### config.mk
export PLATFORM = sky130hd
export DESIGN_NAME = vga_image_fetch
export DESIGN_NICKNAME = d
export VERILOG_FILES = /design/src/rtl/vga_image_fetch.sv
export SDC_FILE = /design/constraint.sdc
export NUM_CORES = 1
export LEC_CHECK = 0
export BUFFER_PORTS_ARGS = -buffer_cell sky130_fd_sc_hd__buf_2
export CORE_MARGIN = 2
export CORE_UTILIZATION = 55
export DETAILED_ROUTE_END_ITERATION = 10
export GPL_TIMING_DRIVEN = 1
export PLACE_DENSITY = 0.76
export SETUP_SLACK_MARGIN = 0.5
export SLEW_MARGIN = 20
export SYNTH_ARGS = -nofsm -noshare
export SYNTH_HDL_FRONTEND = slang
export SYNTH_SLANG_ARGS = --single-unit
### constraint.sdc
create_clock -name clk -period 2.3 [get_ports clk]
set_input_delay 0.115 -clock clk [delete_from_list [all_inputs] [get_ports clk]]
set_output_delay 0.115 -clock clk [all_outputs]
set_load 0.005 [all_outputs]
### src/rtl/vga_image_fetch.sv
// vga_image_fetch: VGA timing generator and image reader. Scans the screen, drives the
// read address into data memory and turns the returned byte into a grayscale pixel.
// The IMG_W x IMG_H image sits at the top-left of the screen. The rest of the visible
// area is painted with BORDER_COLOR.
// Latency: 2 pix_ce steps from a counter value to the matching pixel_out/hsync/vsync/video_on.
// Backpressure: none. pix_ce paces the whole pipeline, and with pix_ce low every register
// holds. frame_start is the one exception: it is a single-clk pulse.
// Ports:
//   clk, rst_n      clock and async active-low reset
//   pix_ce          pixel clock enable
//   ImageData       byte read back from data memory at vgaAdress
//   vgaAdress       image read address (holds its value outside the image)
//   pixel_out       grayscale pixel (0 while blanking)
//   hsync, vsync    active-low syncs, aligned with pixel_out
//   video_on        pixel_out is in the visible area
//   frame_start     pulse when the counters wrap to (0,0)
module vga_image_fetch #(
  parameter int H_VISIBLE = 640,
  parameter int H_FP      = 16,
  parameter int H_SYNC    = 96,
  parameter int H_BP      = 48,
  parameter int V_VISIBLE = 480,
  parameter int V_FP      = 10,
  parameter int V_SYNC    = 2,
  parameter int V_BP      = 33,
  parameter int IMG_W     = 256,
  parameter int IMG_H     = 256,
  parameter logic [31:0] IMG_BASE     = 32'd0,
  parameter logic [7:0]  BORDER_COLOR = 8'h00
) (
  input  logic        clk,
  input  logic        rst_n,
  input  logic        pix_ce,
  input  logic [7:0]  ImageData,
  output logic [31:0] vgaAdress,
  output logic [7:0]  pixel_out,
  output logic        hsync,
  output logic        vsync,
  output logic        video_on,
  output logic        frame_start
);

  localparam int H_TOTAL = H_VISIBLE + H_FP + H_SYNC + H_BP;
  localparam int V_TOTAL = V_VISIBLE + V_FP + V_SYNC + V_BP;
  localparam int HW = $clog2(H_TOTAL);
  localparam int VW = $clog2(V_TOTAL);

  localparam logic [HW-1:0] H_LAST   = HW'(H_TOTAL - 1);
  localparam logic [HW-1:0] H_VIS    = HW'(H_VISIBLE);
  localparam logic [HW-1:0] H_IMG    = HW'(IMG_W);
  localparam logic [HW-1:0] HS_BEG   = HW'(H_VISIBLE + H_FP);
  localparam logic [HW-1:0] HS_END   = HW'(H_VISIBLE + H_FP + H_SYNC - 1);
  localparam logic [VW-1:0] V_LAST   = VW'(V_TOTAL - 1);
  localparam logic [VW-1:0] V_VIS    = VW'(V_VISIBLE);
  localparam logic [VW-1:0] V_IMG    = VW'(IMG_H);
  localparam logic [VW-1:0] VS_BEG   = VW'(V_VISIBLE + V_FP);
  localparam logic [VW-1:0] VS_END   = VW'(V_VISIBLE + V_FP + V_SYNC - 1);
  localparam logic [31:0]   ROW_STEP = 32'(IMG_W);

  logic [HW-1:0] h_cnt;
  logic [VW-1:0] v_cnt;
  logic [31:0]   row_base;    // address of pixel (0, v_cnt); stepped once per image line
  logic          in_img_d;
  logic          visible_d;
  logic          hsync_d;
  logic          vsync_d;

  logic h_last, v_last, in_img, visible, hsync_c, vsync_c;

  assign h_last  = (h_cnt == H_LAST);
  assign v_last  = (v_cnt == V_LAST);
  assign in_img  = (h_cnt < H_IMG) && (v_cnt < V_IMG);
  assign visible = (h_cnt < H_VIS) && (v_cnt < V_VIS);
  assign hsync_c = !((h_cnt >= HS_BEG) && (h_cnt <= HS_END));
  assign vsync_c = !((v_cnt >= VS_BEG) && (v_cnt <= VS_END));

  always_ff @(posedge clk or negedge rst_n) begin
    if (!rst_n) begin
      h_cnt       <= '0;
      v_cnt       <= '0;
      row_base    <= IMG_BASE;
      vgaAdress   <= IMG_BASE;
      in_img_d    <= 1'b0;
      visible_d   <= 1'b0;
      hsync_d     <= 1'b1;
      vsync_d     <= 1'b1;
      pixel_out   <= 8'h00;
      hsync       <= 1'b1;
      vsync       <= 1'b1;
      video_on    <= 1'b0;
      frame_start <= 1'b0;
    end else begin
      // frame_start is a pulse, so it is cleared on clks without pix_ce instead of holding.
      frame_start <= pix_ce && h_last && v_last;

      if (pix_ce) begin
        // Stage 0: raster counters.
        if (h_last) begin
          h_cnt <= '0;
          v_cnt <= v_last ? '0 : v_cnt + 1'b1;
        end else begin
          h_cnt <= h_cnt + 1'b1;
        end

        // The row base is reloaded at frame wrap, so no error can build up from one frame
        // to the next. It only advances after lines that carried image data.
        if (h_last) begin
          if (v_last) begin
            row_base <= IMG_BASE;
          end else if (v_cnt < V_IMG) begin
            row_base <= row_base + ROW_STEP;
          end
        end

        // Stage 1: the address only moves inside the image, so no other reads reach memory.
        if (in_img) begin
          vgaAdress <= row_base + 32'(h_cnt);
        end
        in_img_d  <= in_img;
        visible_d <= visible;
        hsync_d   <= hsync_c;
        vsync_d   <= vsync_c;

        // Stage 2: by this point ImageData has settled for the registered address.
        if (in_img_d) begin
          pixel_out <= ImageData;
        end else if (visible_d) begin
          pixel_out <= BORDER_COLOR;
        end else begin
          pixel_out <= 8'h00;
        end
        hsync    <= hsync_d;
        vsync    <= vsync_d;
        video_on <= visible_d;
      end
    end
  end

endmodule

Yosys cells after proc, flatten, opt, wreduce, memory -nomap -nowiden
Index checks and enable logic that the tools add are counted.
Storage, ports and cells
  bits in registers: 100
  input port bits: 11
Cells by class
  add/sub/neg operators: 4
  order comparisons: 8
  equality and inequality tests: 2
  muxes and demuxes: 5
  reductions and logical operators: 12
Operators by type and width (count)
  $mux W32: 2
  $add A32 B10 Y32: 1
  $add A32 B9 Y32 const B: 1
  $lt A10 B9 Y1 const B: 3
  $add A10 B1 Y10 const B: 2
  $eq A10 B10 Y1 const B: 2
  $mux W10: 2
  $ge A10 B10 Y1 const B: 1
  $ge A10 B9 Y1 const B: 1
  $le A10 B10 Y1 const B: 1
  $le A10 B9 Y1 const B: 1
  $lt A10 B10 Y1 const B: 1
  $mux W8: 1
  $logic_and A1 B1 Y1: 6
  $reduce_and A2 Y1: 2
  $reduce_and A3 Y1: 1
  $logic_not A1 Y1: 2
  $reduce_bool A2 Y1: 1

Logic depth before layout (Yosys ltp)
  depth in word-level cells: 3
  gate-level depth with buffers: 7
  depth with buffers taken out: 5

Worst setup path before layout
Ideal clock, no wire load.
  path type: register -> register
  start point: register h_cnt[6]
  end point: register row_base[11]
  arrival: 1.817 ns
  slack: 0.347 ns
  stages on the path, launching flop included: 8
  buffers on the path: 3
  path through: dfrtp_1 -> clkbuf_1 -> nor3b_1 -> nand4_1 -> clkbuf_1 -> nor2_1 -> clkbuf_1 -> a21oi_1
Between the ends
  word-level cells in the longest chain between the ends: 2
Ends and longest elaborated chain
  start, declared: RTL line 60  | logic [HW-1:0] h_cnt;
  start signal, assigned: RTL line 102  | h_cnt <= h_cnt + 1'b1;
  $eq A10 B10 Y1: RTL line 70  | assign h_last = (h_cnt == H_LAST);
  $reduce_and A3 Y1 (no line)
  end signal, assigned: RTL line 111  | row_base <= row_base + ROW_STEP;
  end, declared: RTL line 62  | logic [31:0] row_base;
Every way passes these cells.
A chain may end at the register's enable or synchronous reset.

Worst setup path after layout
  start point: register h_cnt[1]
  end point: register row_base[28]
The elaborated chain is that of the path after synthesis.

==> metrics <==
Core Util, Final=77.7%; Synth Net Count=518; flops & latches, synth=92; io pins=55; met1 usage=38.2%; clock buffer depth=2; Setup CP Type=flop to flop; DR iter-0 viols=566; clock skew=16.8 ps; Yosys warning total=0; # rows=33; Worst Path Required=2590 ps; share of cells above drive strength 1=40.1%; ys flop type=dfrtp_1; Pwr per Cell Area=528 nW/um^2; unrepaired setup endpoints after global routing=true; Mapped Avg Cell Area=9.26 um^2; Tightest Pin Transition=489 ps; global-route wire length before repair=20.4 mm; Root Driver=clkbuf_8; htree depth=3; critical path startpoint category=flop; Routed WL=15.2 mm; fin area=6350 um^2; CORE AREA=8180 um^2; ranking of synthesized cells by area=dfrtp_1 (48%), nand2_1 (5.2%), or4_1 (4.5%); reg-to-reg slack, setup=270 ps; Final Max Tran Viols=0; Pre-antenna DRT Iters=8; Synth area leader=dfrtp_1; total global-route track usage=28.8%; Critical Path Fanout Max=8; # port buffers=54; Die Area=9170 um^2; global route overflow=0; Fmax=492 MHz; met3 Track Usage GR=4.15%; setup TNS=0 ps; critical path endpoint=row_base[28]; initial core utilization=56.7%; Setup violations, final=0; clk sink count=92; Worst R2R End=row_base[28]; Total Nets Final=614; final hold viol count=0; main combinational cell family by area after synthesis=simple AND/OR/NAND/NOR gates; initial antenna violation count=0; final worst path period need=2030 ps; ANT cells=0; largest net degree at the start of global routing=56; Pleak=0.00284 uW; DP Area=5050 um^2; most common cell in the netlist=dfrtp_1; # Max-Cap Violations=0; DRC=0; crit path from=h_cnt[1]; die width=95.8 um; global route hottest layer=met2; Max VDD drop=0.459 mV; HP Class=input pin to flop; Tot Pwr=3350 uW; critical path arrival=2320 ps; Inserted Clock Buffers=9; gpl congestion=0.857; CTS clk-pin slew, worst paths=100 ps; Antenna Nets Post-Route=0; R2R Path Start=h_cnt[1]; chip height=95.8 um; relative slew slack=67.4%; vias per cell=6.77; proportion of synthesized area in mux cells=1.19%; worst setup margin=269 ps; GR Layer Usage met2=46.9%; XOR/XNOR Fraction of Synth Area=3.59%; R2R depth=7; Area growth, synth to finish=37.1%; Synth Area in Simple Gates=24.9%; CTS tree=yes; Netlist cell types=40; outcome=finished, final reports clean; pre-CTS worst setup slack=249 ps; routed len/inst=21.5 um; cell area after synthesis=4630 um^2; fin crit share=88.3%; Commonest cells post-synth=dfrtp_1 (88), nand2_1 (64), o21ai_0 (38); share of the synthesized area in the top cell type=47.5%; Synth Area in Compound Gates=13.9%; EDFF count, synth=0; register area share after synthesis=49.8%; vias in the first global route=4159; worst skew pair latency=380 ps; asr flop ratio synth=100%; DR vias=4781; post-DP HPWL=7.07 mm; post-synthesis cell count=500; Setup crit end kind=flop; Synth Area in Adders=1.89%
## logic make-up (layout without fill, tap and decap cells)
family / count (synthesis) / count (layout)
AND/OR/NAND/NOR: 211 / 212
AO/OA/AOI/OAI: 109 / 109
flip-flops: 92 / 92
buffers and inverters: 57 / 157
XOR/XNOR: 19 / 19
adder cells (fa/ha/maj): 7 / 7
multiplexers: 5 / 5
## cell usage in the layout (no fill, tap or decap), types with 5 or more instances in the layout
master         count
clkbuf_8          10
dlygate4sd3_1      8
inv_1             17
or3_1              7
or3_4              5
dfrtp_1           75
nor3_1             6
and3_1             6
nand2_1           59
xnor2_1            8
dfrtp_2           13
nand4_1           18
buf_4             48
buf_2             53
a21oi_2           18
a31oi_1            5
o21ai_0           29
o211ai_1           8
o31ai_4           12
xor2_1            11
o21ai_1            5
or4_1             17
nor2_1            12
or4_4             12
a21oi_1           13
nand3_1           31
## worst min path at each step
stage	startpoint	to	slack, ps	cells after the start
2_1_floorplan	rst_n	frame_start	-180	0
3_5_place_dp	rst_n	pixel_out[4]	120	1
5_1_grt	ImageData[7]	pixel_out[7]	50	3
3_3_place_gp	rst_n	pixel_out[4]	110	1
6_report	ImageData[7]	pixel_out[7]	20	3
4_1_cts	ImageData[7]	pixel_out[7]	0.04	3
## routing by layer
| layer | up-vias | routed length [um] |
|---|---|---|
| li1 | 2019 | - |
| met1 | 2354 | 5740 |
| met2 | 326 | 7430 |
| met3 | 82 | 1300 |
| met4 | 0 | 680 |
| met5 | - | 0 |
## per-stage QoR
step           std cells  hold slack (ps)
6_report             706             23.2
4_1_cts              684           0.0362
5_1_grt              706             47.5
2_1_floorplan        500             -181
3_3_place_gp         632              110
3_5_place_dp         632              117
## registers in the layout (all words and copies together), names as in the netlist
register,flops
in_img_d,1
row_base,24
h_cnt,10
visible_d,1
hsync,1
video_on,1
vgaAdress,32
v_cnt,10
vsync,1
hsync_d,1
vsync_d,1
frame_start,1
pixel_out,8
## worst max-delay path, stage by stage, from the launching register on
cell,delay (ps)
dfrtp_1,410
ha_2,200
and4_4,230
nand4_1,100
buf_6,180
buf_12,140
or4_1,460
a21oi_1,230
## repair_timing
item,CTS,global route
hold buffers,8,0
endpoints found under the setup margin,40,44
gates resized for setup,47,87
gates cloned,4,4
pin swaps,36,34
buffers inserted,24,18
endpoints found under the hold margin,44,0
## final cells by class
type	count	area (um^2)
fillers	498	1830
inverters	17	63.8
clock buffers	10	138
multi-input cells	352	2640
clock inverters	6	47.5
flip-flops and latches	92	2320
repair buffers	124	1000
well taps	105	131
## report_power, final
part	total [uW]	switching, uW	internal [uW]
Combinational	418	228	190
Clock	1080	648	433
Sequential	1850	120	1730
Power figures use the tool's default switching activity.
